===== src/rtl/uart_tx_fifo.sv =====
// uart_tx_fifo: parametrised UART transmitter fed by a small FIFO.
// Frame: start 0, data LSB first, optional parity, stop bits of 1.
module uart_tx_fifo #(
  parameter int DATA_BITS  = 8,
  parameter int BAUD_DIV   = 2604,
  parameter int PARITY     = 0,
  parameter int STOP_BITS  = 1,
  parameter int FIFO_DEPTH = 4
) (
  input  logic                 clk,
  input  logic                 rst_n,
  input  logic                 trmt,
  input  logic [DATA_BITS-1:0] tx_data,
  output logic                 full,
  output logic                 busy,
  output logic                 TX,
  output logic                 tx_done
);
  localparam int BW  = $clog2(BAUD_DIV);
  localparam int CW  = $clog2(DATA_BITS + 1);
  localparam int AW  = $clog2(FIFO_DEPTH);
  localparam int AW1 = AW + 1;
  localparam logic [BW-1:0]  BAUD_LAST = BW'(BAUD_DIV - 1);
  localparam logic [CW-1:0]  DATA_LAST = CW'(DATA_BITS - 1);
  localparam logic [CW-1:0]  STOP_LAST = CW'(STOP_BITS - 1);
  localparam logic [AW:0]    DEPTH     = AW1'(FIFO_DEPTH);
  localparam logic           ODD       = (PARITY == 2);

  typedef enum logic [2:0] {
    IDLE, START, DATA, PAR, STOP
  } state_t;

  state_t               state;
  logic [BW-1:0]        baud_cnt;
  logic [CW-1:0]        bit_cnt;
  logic [DATA_BITS-1:0] shreg;
  logic                 par_bit;

  logic [DATA_BITS-1:0] mem [FIFO_DEPTH];
  logic [AW-1:0]        wr_ptr;
  logic [AW-1:0]        rd_ptr;
  logic [AW:0]          count;
  logic [DATA_BITS-1:0] head;
  logic                 push;
  logic                 pop;
  logic                 baud_end;
  logic                 stop_end;

  assign full     = (count == DEPTH);
  assign busy     = (state != IDLE) || (count != '0);
  assign push     = trmt && !full;
  assign baud_end = (baud_cnt == BAUD_LAST);
  assign stop_end = (state == STOP) && baud_end
                    && (bit_cnt == STOP_LAST);
  // Back-to-back frames: pop on the last stop clock.
  assign pop      = (count != '0)
                    && ((state == IDLE) || stop_end);
  assign head     = mem[rd_ptr];

  always_ff @(posedge clk or negedge rst_n) begin
    if (!rst_n) begin
      for (int i = 0; i < FIFO_DEPTH; i++) mem[i] <= '0;
    end else if (push) begin
      mem[wr_ptr] <= tx_data;
    end
  end

  always_ff @(posedge clk or negedge rst_n) begin
    if (!rst_n) begin
      wr_ptr <= '0;
      rd_ptr <= '0;
      count  <= '0;
    end else begin
      if (push) wr_ptr <= wr_ptr + 1'b1;
      if (pop)  rd_ptr <= rd_ptr + 1'b1;
      case ({push, pop})
        2'b10:   count <= count + 1'b1;
        2'b01:   count <= count - 1'b1;
        default: count <= count;
      endcase
    end
  end

  always_ff @(posedge clk or negedge rst_n) begin
    if (!rst_n) begin
      state    <= IDLE;
      baud_cnt <= '0;
      bit_cnt  <= '0;
      shreg    <= '0;
      par_bit  <= 1'b0;
      TX       <= 1'b1;
    end else if (pop) begin
      state    <= START;
      baud_cnt <= '0;
      bit_cnt  <= '0;
      shreg    <= head;
      par_bit  <= (^head) ^ ODD;
      TX       <= 1'b0;
    end else if (state == IDLE) begin
      baud_cnt <= '0;
      TX       <= 1'b1;
    end else if (!baud_end) begin
      baud_cnt <= baud_cnt + 1'b1;
    end else begin
      baud_cnt <= '0;
      unique case (state)
        START: begin
          state <= DATA;
          TX    <= shreg[0];
          shreg <= shreg >> 1;
        end
        DATA: begin
          if (bit_cnt == DATA_LAST) begin
            bit_cnt <= '0;
            if (PARITY != 0) begin
              state <= PAR;
              TX    <= par_bit;
            end else begin
              state <= STOP;
              TX    <= 1'b1;
            end
          end else begin
            bit_cnt <= bit_cnt + 1'b1;
            TX      <= shreg[0];
            shreg   <= shreg >> 1;
          end
        end
        PAR: begin
          state <= STOP;
          TX    <= 1'b1;
        end
        STOP: begin
          if (bit_cnt == STOP_LAST) state <= IDLE;
          else bit_cnt <= bit_cnt + 1'b1;
        end
        default: state <= IDLE;
      endcase
    end
  end

  // A push clearing tx_done wins over a same-cycle set.
  always_ff @(posedge clk or negedge rst_n) begin
    if (!rst_n) begin
      tx_done <= 1'b0;
    end else if (push) begin
      tx_done <= 1'b0;
    end else if (stop_end && (count == '0)) begin
      tx_done <= 1'b1;
    end
  end

endmodule


===== config.mk =====
export PLATFORM = sky130hd
export DESIGN_NAME = uart_tx_fifo
export DESIGN_NICKNAME = d
export VERILOG_FILES = /design/src/rtl/uart_tx_fifo.sv
export SDC_FILE = /design/constraint.sdc
export NUM_CORES = 1
export LEC_CHECK = 0
export ABC_AREA = 1
export CAP_MARGIN = 25
export CORE_AREA = 2 2 121 123
export CTS_CLUSTER_SIZE = 24
export DETAILED_ROUTE_END_ITERATION = 8
export DIE_AREA = 0 0 123 125
export DONT_BUFFER_PORTS = 1
export PLACE_DENSITY = 0.47
export SYNTH_ARGS = -nofsm -noshare
export SYNTH_HDL_FRONTEND = slang
export SYNTH_SLANG_ARGS = --single-unit

===== constraint.sdc =====
create_clock -name clk -period 3.2 [get_ports clk]
set_clock_uncertainty 0.05 [all_clocks]
set_input_delay 0 -clock clk [delete_from_list [all_inputs] [get_ports clk]]
set_output_delay 0 -clock clk [all_outputs]
set_load 0.01 [all_outputs]

==> run summary <==
Initial DRC Count - 148
Hold_ws - 0.137 ns
Share of the synthesized area in the top cell type - 48.7%
Critical path's slowest cell - dfrtp_1
Core area - 0.0142 mm^2
Syn Inst Count - 415
Peak supply drop - 433 uV
Syn_nets - 435
Fmax - 0.383 GHz
Total Wirelength - 7690 um
Root Buffer - clkbuf_16
Max Cap Viol - 0
I/O pins - 15
Outcome - complete, no violations
Initial Util - 24.2%
Diode count - 0
Tcrit/Tclk final - 81.5%
Drt via density - 4.38
Setup Fix Bufs, Post-CTS - 0
Vias in the first global route - 2628
Pins Over Slew Limit - 0
Inserted Clock Buffers - 9
Routed Antenna Nets - 0
Die Y-Extent - 125 um
Cell taking the most area after synthesis - dfrtp_1
Setup crit start kind - register
Worst setup EP type - register
Worst skew pair latency - 0.33 ns
P per Cell Area - 945 mW/mm^2
Pleak - 1.87 nW
Fin crit period - 2.61 ns
Tightest Pin Transition - 0.580 ns
CP top delay family - adder cells
GRT Overall Usage - 11.0%
# rows - 44
Area Overhead vs Synth - 16.7%
TritonCTS clock tree - done
Hold WC Path Type - input port to async pin
Pin count of the biggest net entering global routing - 69
Reg clk slew, reported paths - 0.06 ns
Post-DP HPWL - 5180 um
# setup viols final - 0
WP data required - 3.36 ns
Crit Path Class - register to register
Most frequent cells in the layout - nand2_1, dfrtp_1, o21ai_0
Avg Cell Area, Syn - 8.30 um^2
Netlist cell types - 33
Post-CTS Hold Buffers - 11
GRT overflow - 0
Worst-case clock buffer depth - 2
Via Count - 2700
Initial antenna violation count - 0
Sequential cell area fraction in the yosys report - 49.5%
Layout Nets - 448
Die ar. - 0.0154 mm^2
Fillers - 1524
Critical path buffers and inverters - 3
Post-CTS Resized - 0
Setup_tns - 0 ns
Cell area after synthesis - 0.00344 mm^2
Post-route DRC - 0
Top cells by area, synth - dfrtp_1, nand2_1, o21ai_0
CP cell instances - ha_1 -> nand2_1 -> inv_1 -> nand2_1 -> nor2_1 -> nand3_2 -> nand2_4 -> nand2_8 -> inv_2 -> ha_1 -> inv_1 -> fa_1 -> a21oi_1 -> o21ai_0 -> xor2_1
RSZ-0062 raised after global routing - no
Clk sink count - 68
Most common cell after layout, fill and taps aside - nand2_1
Max FO, Critical Path - 16
Share of layout cells above drive strength 1 - 8.55%
Max_slew headroom - 61.2%
Die W - 123 um
PortBufs - 0
Hold Fails Final Rpt - 0
Global placement routability congestion - 0.791
Drt first pass iters - 4
Wire per inst - 12.5 um
Arr. time, crit path - 2.77 ns
H-tree level count - 3
CP max stage delay - 0.38 ns
First-pass GRT wire length - 13100 um
#FFs+latches synth - 68
Yosys warnings - 0
==> logic make-up after synthesis <==
group | Yosys count | synth area share (%)
simple gates | 207 | 27.1
fa+ha+maj | 9 | 3.49
xor+xnor | 9 | 2.51
flops | 68 | 49.5
buf+inv | 49 | 5.96
compound gates | 73 | 11.4
==> sequential cells by signal (all words and copies together) (netlist names) <==
register / cells
mem: 32
wr_ptr: 2
bit_cnt: 4
shreg: 8
rd_ptr: 2
count: 3
tx_done: 1
state: 3
baud_cnt: 12
TX: 1
==> area by class of cell <==
class                           instances  area (um^2)  area share, %
Sequential cell                        68         1700           42.4
Clock inverter                          6         40.0          0.996
Inverter                               39          146           3.64
Multi-Input combinational cell        298         1540           38.2
Tap cell                              184          230           5.73
Timing Repair Buffer                   12          135           3.36
Clock buffer                           10          229           5.70
==> cells in the mapped netlist (all sizes together) <==
cell,instances
nand3,30
ha,8
dfstp,1
nor4,3
nor3b,3
dfrtp,67
xnor2,2
fa,1
or2,1
buf,7
a31oi,1
nor3,6
xor2,7
nand2,110
nand4,3
o211a,1
clkbuf,3
o22ai,9
inv,39
a21oi,7
o21ai,55
nor2,51
==> layer usage <==
layer  vias to the layer above  part of all wire, %  GRT usage, %
met3                         9                  2.8          2.97
met5                         -                    0             0
li1                       1376                    -             -
met4                         0                  1.5          3.81
met1                      1274                   46          13.9
met2                        41                   49          17.9
==> per-stage QoR <==
step | util (%) | worst slack, ns | cell area, um^2 | power (mW) | instances
6_report | 28.3 | 0.591 | 4020 | 3.80 | 617
5_1_grt | 28.3 | 0.280 | 4020 | 4.15 | 617
4_1_cts | 28.3 | 0.577 | 4020 | 3.86 | 617
3_5_place_dp | 25.5 | 0.587 | 3620 | 2.90 | 590
3_3_place_gp | 25.5 | 0.647 | 3620 | 2.88 | 590
2_1_floorplan | - | 0.880 | 3440 | 2.56 | 415
==> path summary, 6_finish.rpt <==
| path | start | to | slack, ns | cells after the start |
|---|---|---|---|---|
| worst min register to register | shreg[7]$_DFFE_PN0P_ | shreg[7]$_DFFE_PN0P_ | 0.42 | 2 |
| worst max-delay path | baud_cnt[0]$_DFF_PN0_ | count[2]$_DFFE_PN0P_ | 0.59 | 15 |
| min in group clk | tx_data[1] | mem[1]$_DFFE_PN0P_ | 0.38 | 3 |
| max in group asynchronous | rst_n | TX$_DFFE_PN1P_ | 2.60 | 2 |
| worst min-delay path | rst_n | mem[17]$_DFFE_PN0P_ | 0.14 | 2 |
| worst max register to register | baud_cnt[0]$_DFF_PN0_ | count[2]$_DFFE_PN0P_ | 0.59 | 15 |
==> report_power, final <==
group          switching, mW  internal [mW]
clock network          0.378          0.524
logic                  0.962          0.502
registers              0.236           1.20
Note: power is estimated with default switching activity, not from simulation.
